### src/rtl/gmii_rx_fcs_check.sv
// ============================================================================
// gmii_rx_fcs_check : GMII receive preamble/SFD strip, FCS strip and CRC-32 check
// Revision 1.0 : initial release
// ============================================================================
`default_nettype none

module gmii_rx_fcs_check #(
  parameter int MIN_LEN = 64,
  parameter int MAX_LEN = 1518
) (
  input  logic        e_rxc,
  input  logic        reset,
  input  logic [7:0]  e_rxd,
  input  logic        e_rxdv,
  input  logic        e_rxer,
  output logic [7:0]  data_o,
  output logic        data_o_valid,
  output logic        frame_start,
  output logic        frame_done,
  output logic        frame_good,
  output logic [15:0] frame_len,
  output logic [15:0] good_cnt,
  output logic [15:0] bad_cnt,
  output logic [1:0]  rx_state
);

  typedef enum logic [1:0] {
    IDLE = 2'd0,
    PRE  = 2'd1,
    DATA = 2'd2,
    DROP = 2'd3
  } state_t;

  localparam logic [31:0] C_POLY    = 32'hEDB88320;
  localparam logic [31:0] C_RESIDUE = 32'hDEBB20E3;
  localparam logic [31:0] C_MIN_LEN = MIN_LEN;
  localparam logic [31:0] C_MAX_LEN = MAX_LEN;

  state_t      r_state;
  logic [31:0] r_crc;
  logic [15:0] r_byte_cnt;
  logic [31:0] r_dly;
  logic        r_err;

  logic [31:0] w_crc_next;
  logic [15:0] w_cnt_inc;
  logic [15:0] w_len;
  logic        w_len_ok;
  logic        w_good;

  function automatic logic [31:0] crc32_byte(input logic [31:0] crc, input logic [7:0] d);
    logic [31:0] c;
    c = crc;
    for (int i = 0; i < 8; i++) begin
      c = (c[0] ^ d[i]) ? ((c >> 1) ^ C_POLY) : (c >> 1);
    end
    return c;
  endfunction

  // Verdict is formed from state as it stood before the e_rxdv=0 sample,
  // i.e. after the last FCS byte has been folded into the CRC.
  always_comb begin
    w_crc_next = crc32_byte(r_crc, e_rxd);
    w_cnt_inc  = (r_byte_cnt == 16'hFFFF) ? r_byte_cnt : r_byte_cnt + 16'd1;
    w_len      = (r_byte_cnt < 16'd4) ? 16'd0 : r_byte_cnt - 16'd4;
    w_len_ok   = ({16'd0, r_byte_cnt} >= C_MIN_LEN) && ({16'd0, r_byte_cnt} <= C_MAX_LEN);
    w_good     = (r_crc == C_RESIDUE) && !r_err && w_len_ok;
  end

  assign rx_state = r_state;

  always_ff @(posedge e_rxc or posedge reset) begin
    if (reset) begin
      r_state      <= IDLE;
      r_crc        <= 32'hFFFF_FFFF;
      r_byte_cnt   <= 16'd0;
      r_dly        <= 32'd0;
      r_err        <= 1'b0;
      data_o       <= 8'd0;
      data_o_valid <= 1'b0;
      frame_start  <= 1'b0;
      frame_done   <= 1'b0;
      frame_good   <= 1'b0;
      frame_len    <= 16'd0;
      good_cnt     <= 16'd0;
      bad_cnt      <= 16'd0;
    end else begin
      data_o_valid <= 1'b0;
      frame_start  <= 1'b0;
      frame_done   <= 1'b0;
      frame_good   <= 1'b0;
      case (r_state)
        IDLE: begin
          if (e_rxdv) r_state <= (e_rxd == 8'h55) ? PRE : DROP;
        end
        PRE: begin
          if (!e_rxdv) begin
            r_state <= IDLE;
          end else if (e_rxd == 8'hD5) begin
            r_state    <= DATA;
            r_crc      <= 32'hFFFF_FFFF;
            r_byte_cnt <= 16'd0;
            r_dly      <= 32'd0;
            r_err      <= 1'b0;
          end else if (e_rxd != 8'h55) begin
            r_state <= DROP;
          end
        end
        DATA: begin
          if (e_rxdv) begin
            r_crc      <= w_crc_next;
            r_dly      <= {r_dly[23:0], e_rxd};
            r_byte_cnt <= w_cnt_inc;
            if (e_rxer) r_err <= 1'b1;
            // Oldest byte in the delay line leaves once four are buffered;
            // the last four (FCS) are still buffered when the frame ends.
            if (r_byte_cnt >= 16'd4) begin
              data_o       <= r_dly[31:24];
              data_o_valid <= 1'b1;
              frame_start  <= (r_byte_cnt == 16'd4);
            end
          end else begin
            r_state    <= IDLE;
            frame_done <= 1'b1;
            frame_good <= w_good;
            frame_len  <= w_len;
            if (w_good) begin
              if (good_cnt != 16'hFFFF) good_cnt <= good_cnt + 16'd1;
            end else begin
              if (bad_cnt != 16'hFFFF) bad_cnt <= bad_cnt + 16'd1;
            end
          end
        end
        DROP: begin
          if (!e_rxdv) r_state <= IDLE;
        end
        default: r_state <= IDLE;
      endcase
    end
  end

endmodule

`default_nettype wire
### config.mk
export PLATFORM = sky130hd
export DESIGN_NAME = gmii_rx_fcs_check
export DESIGN_NICKNAME = d
export VERILOG_FILES = /design/src/rtl/gmii_rx_fcs_check.sv
export SDC_FILE = /design/constraint.sdc
export NUM_CORES = 1
export LEC_CHECK = 0
export BUFFER_PORTS_ARGS = -buffer_cell sky130_fd_sc_hd__buf_2
export CAP_MARGIN = 25
export CORE_MARGIN = 4
export CORE_UTILIZATION = 59
export DETAILED_ROUTE_END_ITERATION = 10
export PLACE_DENSITY = 0.8
export SLEW_MARGIN = 40
export SYNTH_ARGS = -nofsm -noshare
export SYNTH_HDL_FRONTEND = slang
export SYNTH_SLANG_ARGS = --single-unit
export TNS_END_PERCENT = 50
### constraint.sdc
create_clock -name e_rxc -period 5.6 [get_ports e_rxc]
set_clock_uncertainty 0.05 [all_clocks]
set_input_delay 0.84 -clock e_rxc [delete_from_list [all_inputs] [get_ports e_rxc]]
set_output_delay 0.84 -clock e_rxc [all_outputs]
set_load 0.02 [all_outputs]
# Word-level counts from Yosys, hierarchy flattened
# Index checks and enable logic that the tools add are counted.
# word_totals
ff_bits	143
input_bits	12
output_inout_bits	62
# op_classes
n_addsub	4
magnitude_cmp	4
eq_ne	19
mux	44
bitwise_logic	18
n_reduce_logical	15
# op_table
cell	count
2-to-1 mux 32 bit	14
case mux 32 bit (2 select lines)	2
NOT 13 -> 14 bit	8
2-to-1 mux 16 bit	5
adder 16 x 1 -> 16 bit, second input constant	3
equality test 32 bit, second input constant	1
!= test 16 bit, second input constant	2
case mux 16 bit (2 select lines)	1
equality test 16 bit, second input constant	1
equality test 16 x 3 -> 1 bit, second input constant	1
greater-or-equal comparator 16 x 3 -> 1 bit, second input constant	1
greater-or-equal comparator 16 x 7 -> 1 bit, second input constant	1
<= comparator 16 x 11 -> 1 bit, second input constant	1
less-than comparator 16 x 3 -> 1 bit, second input constant	1
subtractor 16 x 3 -> 16 bit, second input constant	1
2-to-1 mux 1 bit	14
!= test 2 bit, second input constant	7
2-to-1 mux 2 bit	6
AND reduction 4 bit	3
AND reduction 5 bit	2
equality test 8 x 7 -> 1 bit, second input constant	1
equality test 8 bit, second input constant	1
!= test 8 x 7 -> 1 bit, second input constant	1
XOR 1 bit	8
other kinds (13)	18

# Depth between registers and ports, before layout
# Gate-level depths: netlist of run 1.
# depth
ltp_word	18
ltp_mapped	9
depth_no_buf	7

# Worst setup path before layout of run 1
# OpenSTA, ideal clock, no wires.
# synth_path
kind	flip-flop to flip-flop
startpoint	register r_byte_cnt[11]
endpoint	register good_cnt[1]
setup_ns	0.125
arrival_time_ns	2.845
slack_ns	2.580
stages_incl_launch_ff	9
cell_sequence	dfrtp_1 > buf_6 > or4_4 > or4_1 > or4_4 > or3_1 > buf_6 > buf_6 > mux2_2
# synth_between
elab_chain_cells	4
elab_cells_between_ends	5
classes_between	2 x order compare; 3 x reduce/logical
# synth_rtl
item	line_no	rtl
start: declaration	41	logic [15:0] r_byte_cnt;
start signal: assignment	113	r_byte_cnt <= w_cnt_inc;
greater-or-equal comparator 16 x 7 -> 1 bit / <= comparator 16 x 11 -> 1 bit (equally long branches)	66	w_len_ok = ({16'd0, r_byte_cnt} >= C_MIN_LEN) && ({16'd0, r_byte_cnt} <= C_MAX_LEN);
logical AND 1 bit *	66	
logical AND 1 bit *	67	w_good = (r_crc == C_RESIDUE) && !r_err && w_len_ok;
AND reduction 4 bit (no line) *	n/a	
end signal: assignment	128	if (good_cnt != 16'hFFFF) good_cnt <= good_cnt + 16'd1;
end: declaration	22	output logic [15:0] good_cnt,
# Mark *: on every way between the ends. The rest lies on a longest branch, timed or not.
# A chain may end at the register's enable or synchronous reset.

# Final worst setup path of run 1
# layout_path
startpoint	register r_byte_cnt[11]
endpoint	register good_cnt[14]
# Same word-level chain as after synthesis.

==> results.md, run 1 <==
- Detailed Routing Iterations Pass 1: 6
- Worst r2r dst: good_cnt[14]$_DFFE_PP0P_
- CTS root buf: clkbuf_16
- Num ports: 74
- Syn Std Cell Area: between 6000 and 7000 µm²
- First-pass GRT wire length: between 20 and 25 mm
- Share of layout cells above drive strength 1: 0.237
- Worst Hold Path EP: frame_len[14]$_DFFE_PP0P_
- Die X: 116 µm
- Seq/Total Area, Yosys: 0.527
- Outcome: completed
- Post-CTS Setup Bufs: 0
- Final setup fails: 0
- Arrival @ worst endpoint: 3690 ps
- Worst R2R Start: r_byte_cnt[11]$_DFFE_PP0P_
- Vias in the first global route: 4925
- GR met1 Demand/Resource: 0.313
- Critical Path Start: r_byte_cnt[11]$_DFFE_PP0P_
- Synth unique cells: 48
- Congestion Overflow GR: 0
- Post-synth EDFFs: 0
- Dpl cell area: between 7000 and 8000 µm²
- Via count: 5017
- Core box area: 11400 µm²
- Grt met2 use: 0.377
- Total of warnings raised by yosys: 0
- Die height: 116 µm
- Cell taking the most area after synthesis: dfrtp_1
- Min cycle time layout: 3410 ps
- Most used DFF post-synth: dfrtp_1
- Hold Crit Class: reg2reg
- Achievable Freq: 0.293 GHz
- Post-DP HPWL: about 10 mm
- Number of gates resized after cts: 0
- Clock Latency Late Sink: around 410 ps
- GRT met3 Usage: 0.0543
- CTS H-tree lvls: 4
- GRT busiest layer: met2
- Worst r2r path cells: 6
- Power per cell area: 521 nW/µm²
- Final Cell Area: about 8000 µm²
- Synth cell count leaders: 111 x dfrtp_1, 98 x xnor2_1, 52 x nor2_1
- Routed WL: 14.8 mm
- Area growth, synth to finish: 15.7%
- Max-slew violations: 0
- # DRC: 0
- Syn Inst Count: 632
- Core Rows: 39
- DR iter-0 viols: 454
- IO Port Bufs: 73
- Max Cap Viol: 0
- Count leader, synth: dfrtp_1
- CTS sink count: 143
- Async set or reset register ratio after synthesis: 1.00
- Synth top area cells: dfrtp_1 40%, xnor2_1 12%, dfstp_2 12%
- CTS buffer count: 17
- Clock tree buffer depth: 2
- Total chip power: 4.14 mW
- Crit Path Max Fanout: 16
- FF+latch count, synth: 143
- Hold Startpoint: frame_len[14]$_DFFE_PP0P_
- Worst vdd ir: 276 µV
- DRT antenna net count: 0
- Die area: approximately 13000 µm²
- Rel. slew slack: 0.459
- Hold violation count in the final report: 0
- CP required: 5880 ps
- Total GRT Usage: 0.233
- Via/cell ratio: 5.87
- Fin Hold WS: 421 ps
- Clock transition at path regs: roughly 60 ps
- Final net count: 716
- Mapped Nets: 651
- Routability congestion estimate: 0.912
- Initial antenna violation count: 1
- Startpoint Class: flop
- Setup WS pre-CTS: 2190 ps
- Final Worst Setup Slack: 2190 ps
- Final TNS setup: 0 ps
- CP Capture Type: flop
- Final Cycle Share: 0.609
- Final cell count without fillers: around 850
- Final Util: 0.696
- RSZ-0062 raised after global routing: no
- CTS tree: yes
- Initial Util: 0.601
- Flop2flop setup slack: 2190 ps
- Worst Setup Path Type: reg2reg
- Top-area cell type share of the netlist area: 0.404
- CTS Hold Bufs: 0
- Slew @ Worst Pin: 806 ps
- Routed len/inst: 17.4 µm
- Synth Area per Inst: around 11 µm²
- # placed instances: 821
- Largest net degree at the start of global routing: 91
- Leak: around 3.6 nW
- Hold Path Stages: 2
- Final-layout fill cell count: 823
cell type report:
| cell class | count | area, µm² | area share |
|---|---|---|---|
| inverter | 13 | 56.3 | 0.00709 |
| timing repair buffer | 78 | 403 | 0.0507 |
| multi-input combinational | 444 | 3100 | 0.390 |
| clock inverter | 7 | 113 | 0.0142 |
| tap | 143 | 179 | 0.0225 |
| antenna | 1 | 2.50 | 0.000315 |
| sequential | 143 | 3620 | 0.456 |
| clock buffer | 25 | 475 | 0.0599 |
metal layers:
layer	up-vias	wire length, µm
met1	2498	6520
met3	27	780
met5	-	0
met4	0	269
met2	157	7280
li1	2335	-
how the worst max path moves through the flow:
stage / end / depth (start not counted) / slack, ps
final: good_cnt[14]$_DFFE_PP0P_ / 6 / 2190
after global routing: good_cnt[12]$_DFFE_PP0P_ / 6 / 2080
after CTS: good_cnt[14]$_DFFE_PP0P_ / 6 / 2180
after detailed placement: good_cnt[14]$_DFFE_PP0P_ / 6 / 2190
after global placement: good_cnt[8]$_DFFE_PP0P_ / 6 / 2330
after floorplan: bad_cnt[0]$_DFFE_PP0P_ / 1 / 930
power by group:
part	internal, mW	switching, mW
combinational	0.715	0.823
clock	0.722	0.400
sequential	1.29	0.190
total	2.73	1.41
worst max-delay path, stage by stage (launching register included):
cell and delay, ps:
dfrtp_1 460, or4_4 600, or4_1 520, or4_4 450
or3_1 670, nor4_1 370, xor2_1 190
sequential cells by signal (all words and copies together) (netlist names), 2 cells and up:
name,cells
bad_cnt,16
data_o,8
frame_len,16
good_cnt,16
r_byte_cnt,16
r_crc,32
r_dly,32
rx_state,2
kinds of logic (layout without fill, tap and decap cells):
| family | count (synthesis) | count (layout) | synth area share |
|---|---|---|---|
| XOR/XNOR | 121 | 121 | 0.156 |
| multiplexers | 11 | 11 | 0.0179 |
| buffers and inverters | 45 | 123 | 0.0279 |
| AO/OA/AOI/OAI | 105 | 105 | 0.103 |
| adder cells (fa/ha/maj) | 7 | 7 | 0.0128 |
| flip-flops | 143 | 143 | 0.527 |
| other | 0 | 1 | 0 |
| AND/OR/NAND/NOR | 200 | 200 | 0.155 |
cell usage in the layout (no fill, tap or decap), types with 19 or more instances in the layout:
| cell | n |
|---|---|
| a21oi_1 | 25 |
| a22o_1 | 33 |
| buf_2 | 73 |
| dfrtp_1 | 111 |
| dfstp_2 | 32 |
| nand2_1 | 36 |
| nand3_1 | 19 |
| nor2_1 | 50 |
| o21ai_0 | 22 |
| xnor2_1 | 97 |
| xor2_1 | 21 |
Note: power is estimated with default switching activity, not from simulation.
==> run 2, diff against run 1 <==
- clock period: 5.6 -> 3.55 ns (I/O delays scaled with it)
==> run 2 against run 1 <==
  * Total power grew 66%
  * Sequential power grew 57%
  * Clock power grew 78%
  * Critical path type unchanged
==> results.md, run 2 (synthesis gave the netlist of run 1 again) <==
- DR iter-0 viols: 448
- Clock Latency Late Sink: 430 ps
- Most common cell after layout, fill and taps aside: dfrtp_1
- Post-CTS Setup Bufs: 0
- Crit Path Max Fanout: 16
- Startpoint Class: flop
- Arrival @ worst endpoint: 3660 ps
- DRT antenna net count: 0
- RSZ-0062 raised after global routing: no
- Area growth, synth to finish: 18.0%
- Num ports: 74
- # placed instances: 833
- Detailed Routing Iterations Pass 1: 4
- Min cycle time layout: 3360 ps
- Achievable Freq: a little under 0.3 GHz
- Commonest cells after routing, fill and taps aside: 111 x dfrtp_1, 98 x xnor2_1, 73 x buf_2
- Dpl cell area: 7430 µm²
- Max-slew violations: 0
- CP Capture Type: flop
- Final setup fails: 0
- Routability congestion estimate: around 0.91
- Crit path capture: good_cnt[13]$_DFFE_PP0P_
- Via count: 5068
- Initial antenna violation count: 0
- Clock tree buffer depth: 2
- Final net count: 728
- Ant. Diodes: 0
- Hold Crit Class: in2async
- Critical Path Start: r_byte_cnt[11]$_DFFE_PP0P_
- Core Rows: 39
- CTS root buf: clkbuf_16
- Worst vdd ir: approximately 670 µV
- CTS sink count: 143
- Vias in the first global route: 5027
- Hold violation count in the final report: 0
- Die area: approximately 13000 µm²
- Via/cell ratio: roughly 5.9
- Power per cell area: 850 nW/µm²
- Initial Util: 0.601
- Final cell count without fillers: 865
- Routed len/inst: around 18 µm
- IO Port Bufs: 73
- # DRC: 0
- Clock transition at path regs: 60 ps
- Top Registers: r_crc (32), r_dly (32)
- Final Cell Area: 8100 µm²
- Post-DP HPWL: about 10 mm
- Slew @ Worst Pin: 744 ps
- First-pass GRT wire length: around 26 mm
- Flop2flop setup slack: roughly 190 ps
- Total chip power: between 6 and 7 mW
- CTS H-tree lvls: 4
- Rel. slew slack: 0.504
- Fin Hold WS: 265 ps
- Core box area: between 10000 and 15000 µm²
- Leak: roughly 3.7 nW
- CP required: between 3000 and 4000 ps
- Worst R2R Start: r_byte_cnt[11]$_DFFE_PP0P_
- Share of layout cells above drive strength 1: 0.251
- CTS tree: yes
- Total GRT Usage: 0.246
- Worst r2r dst: good_cnt[13]$_DFFE_PP0P_
- Outcome: completed
- Largest net degree at the start of global routing: approximately 140
- Die height: around 120 µm
- Worst r2r path cells: 6
- Final TNS setup: 0 ps
- Routed WL: approximately 15 mm
- Max Cap Viol: 0
- Worst Setup Path Type: reg2reg
- Die X: between 100 and 150 µm
- Congestion Overflow GR: 0
- CTS buffer count: 17
- Final Cycle Share: 0.946
-- run 2: changes by cell type in the layout (fill, tap and decap cells not counted), moves of 2 or more --
cell        previous run  this run
clkinv_4               0         5
buf_4                  5        16
clkinvlp_4             1         3
clkinv_2               3         0
clkbuf_1               6         1
bufinv_16              3         5
-- run 2: power by group --
group	internal, mW	leakage, nW	switching [mW]
logic	1.21	1.55	1.37
clock network	1.29	0.317	0.698
registers	2.04	1.83	0.278
total	4.54	3.70	2.35
-- run 2: per-stage QoR --
step                       util  setup slack [ps]
after global placement    0.650               316
after floorplan               -               530
after CTS                 0.709               184
final                     0.710               191
after global routing      0.710              24.5
after detailed placement  0.651               194
-- run 2: layout make-up --
class,count,area [µm²]
clock buffer,20,457
clock inverter,12,209
fill,817,3320
inverter,13,52.6
multi-input combinational,444,3080
sequential,143,3620
tap,143,179
timing repair buffer,90,505
-- run 2: routing by layer --
layer / routed length [µm] / vias up / GRT usage / share of wire
li1: - / 2369 / - / -
met1: 6740 / 2528 / 0.331 / 0.44
met2: 7470 / 143 / 0.384 / 0.49
met3: 787 / 28 / 0.0616 / 0.051
met4: 311 / 0 / 0.0990 / 0.020
met5: 0 / - / 0 / 0
-- run 2: critical path, stage by stage (launching register included) --
cell	delay, ps
dfrtp_1	470
or4_4	600
or4_1	510
or4_4	450
or3_1	680
nor4_1	340
xor2_1	190
-- run 2: what timing repair did --
item / 4_1_cts / 5_1_grt
gates resized for setup: 0 / 1
hold buffers: 0 / 0
setup endpoints to repair: 0 / 1
-- run 2: worst min-delay path by stage --
stage	endpoint	from	slack, ps	cells past startpoint
floorplan	r_crc[11]$_DFFE_PP1P_	r_crc[11]$_DFFE_PP1P_	400	2
global placement	frame_len[5]$_DFFE_PP0P_	frame_len[5]$_DFFE_PP0P_	410	1
detailed placement	frame_len[5]$_DFFE_PP0P_	frame_len[5]$_DFFE_PP0P_	420	1
CTS	r_err$_DFFE_PP0P_	e_rxer	300	3
global route	r_err$_DFFE_PP0P_	e_rxer	300	3
finish	bad_cnt[4]$_DFFE_PP0P_	reset	270	3
==> run 3, diff against run 2 <==
- ABC_AREA: default -> 1
- CORE_UTILIZATION: 59 -> 60
==> run 3 against run 2 <==
  * Sequential power rose by 14%
  * Largest cell class is now multi-input combinational cells
  * Core utilization fell by 0.79 points
  * Fmax grew 29%
==> results.md, run 3 <==
- CTS Hold Bufs: 0
- Total of warnings raised by yosys: 0
- CP required: approximately 3800 ps
- Routed len/inst: 15.4 µm
- Part of the power in the clock network: 0.248
- Clock tree buffer depth: 2
- Commonest cells after routing, fill and taps aside: 342 x nand2_1, 133 x inv_1, 111 x dfrtp_1
- Seq/Total Area, Yosys: 0.438
- Congestion Overflow GR: 0
- Worst vdd ir: 583 µV
- Syn Std Cell Area: 8260 µm²
- CTS root buf: clkbuf_16
- Most common cell after layout, fill and taps aside: nand2_1
- CTS sink count: ~140
- Most used DFF post-synth: dfrtp_1
- Max-slew violations: 0
- Combinational power share: 0.404
- Die X: 125 µm
- Initial antenna violation count: 0
- Sw Pwr: 3.16 mW
- Power per cell area: 812 nW/µm²
- Routed WL: 20.9 mm
- Via count: 7626
- Async set or reset register ratio after synthesis: 1.00
- CTS tree: yes
- Crit Path Max Fanout: 20
- Sequential power share: 0.348
- Switching power share of the total: 0.416
- Rel. slew slack: 0.488
- Synth Area per Inst: 7.44 µm²
- # DRC: 0
- Initial Util: 0.618
- Slew @ Worst Pin: between 700 and 800 ps
- Final net count: 1194
- Hold Crit Class: in2async
- Via/cell ratio: 5.60
- DR iter-0 viols: 805
- Share of layout cells above drive strength 1: 0.144
- Min cycle time layout: 2610 ps
- Final setup fails: 0
- Cell taking the most area after synthesis: dfrtp_1
- Synth unique cells: 39
- Core box area: ~13000 µm²
- Area growth, synth to finish: 13.5%
- Ant. Diodes: 0
- Final TNS setup: 0 ps
- Post-synth EDFFs: 0
- Number of gates resized after cts: 0
- Achievable Freq: 0.383 GHz
- FF+latch count, synth: 143
- Max Cap Viol: 0
- Total GRT Usage: 0.273
- CP Capture Type: flop
- Fin Hold WS: 269 ps
- Post-DP HPWL: roughly 14 mm
- Startpoint Class: flop
- Worst Setup Path Type: reg2reg
- Leak: 4.75 nW
- Largest net degree at the start of global routing: between 100 and 150
- Syn Inst Count: 1109
- Hold violation count in the final report: 0
- First-pass GRT wire length: 35.4 mm
- CTS buffer count: 17
- Arrival @ worst endpoint: 2840 ps
- Int Pwr: around 4.4 mW
- Synth cell count leaders: 342 x nand2_1, 134 x inv_1, 111 x dfrtp_1
- Die height: 125 µm
- Synth top area cells: dfrtp_1 34%, nand2_1 16%, dfstp_2 10%
- Clock Latency Late Sink: ~420 ps
- CTS H-tree lvls: 4
- Core Rows: 42
- Top-area cell type share of the netlist area: 0.336
- Top Registers: r_crc (32), r_dly (32)
- Post-CTS Setup Bufs: 0
- Mapped Nets: ~1.1k
- Clock transition at path regs: 60 ps
- Vias in the first global route: 7202
- Final Util: 0.702
- Routability congestion estimate: 0.955
- Outcome: completed
- Detailed Routing Iterations Pass 1: 5
- DRT antenna net count: 0
- IO Port Bufs: 73
- Count leader, synth: nand2_1
- Die area: about 16000 µm²
- Final Cycle Share: 0.736
- RSZ-0062 raised after global routing: no
- Num ports: 74
[run 3: final timing paths]
kind | end | cells after the start | start | slack [ps]
max | bad_cnt[2]$_DFFE_PP0P_ | 10 | rx_state[0]$_DFFE_PP0P_ | 940
min reg2reg | r_crc[24]$_DFFE_PP1P_ | 2 | r_crc[24]$_DFFE_PP1P_ | 420
min in group e_rxc | r_err$_DFFE_PP0P_ | 3 | e_rxer | 300
min | r_byte_cnt[7]$_DFFE_PP0P_ | 3 | reset | 270
max in group asynchronous | bad_cnt[9]$_DFFE_PP0P_ | 3 | reset | 2610
max reg2reg | bad_cnt[2]$_DFFE_PP0P_ | 10 | rx_state[0]$_DFFE_PP0P_ | 940
[run 3: cell families (layout without fill, tap and decap cells)]
family	after synthesis	count (layout)	share of synthesized area
XOR/XNOR	65	65	0.0690
buffers and inverters	174	252	0.0859
flip-flops	143	143	0.438
AO/OA/AOI/OAI	128	128	0.0900
adder cells (fa/ha/maj)	7	7	0.0106
AND/OR/NAND/NOR	592	592	0.306
[run 3: power by group through the flow]
| stage | combinational (mW) | sequential (mW) | clock (mW) |
|---|---|---|---|
| CTS | 3.04 | 2.64 | 1.89 |
| global route | 3.45 | 2.71 | 1.96 |
| global placement | 2.92 | 2.63 | 0 |
| floorplan | 2.11 | 2.73 | 0 |
| finish | 3.07 | 2.65 | 1.88 |
| detailed placement | 3.00 | 2.65 | 0 |
[run 3: per-layer routing]
metal  GRT usage  vias up  wire length (µm)
met4      0.0906        0               507
li1            -     3686                 -
met5           0        -                 0
met2       0.450      321             10000
met1       0.366     3570              8890
met3      0.0516       49              1520
[run 3: area by class of cell]
cell class	count	area, µm²
Fill cell	1074	3980
Multi-Input combinational cell	792	3940
Sequential cell	143	3620
Inverter	140	531
Clock buffer	20	457
Timing Repair Buffer	81	438
Tap cell	176	220
Clock inverter	11	164
[run 3: through the flow]
step,area (µm²),instances,worst slack (ps),total power [mW]
2_1_floorplan,8260,1109,1200,4.84
3_3_place_gp,8730,1332,872,5.56
3_5_place_dp,8730,1332,831,5.65
4_1_cts,9360,1363,950,7.57
5_1_grt,9370,1363,672,8.13
6_report,9370,1363,937,7.61
[run 3: critical path, stage by stage, from the launching register on]
cell,delay [ps]
dfrtp_1,440
inv_2,90
nand2_1,50
buf_4,200
nor2_2,120
clkinv_1,410
nor2_1,220
buf_4,210
nand2_1,410
nand2_1,170
o21ai_1,90
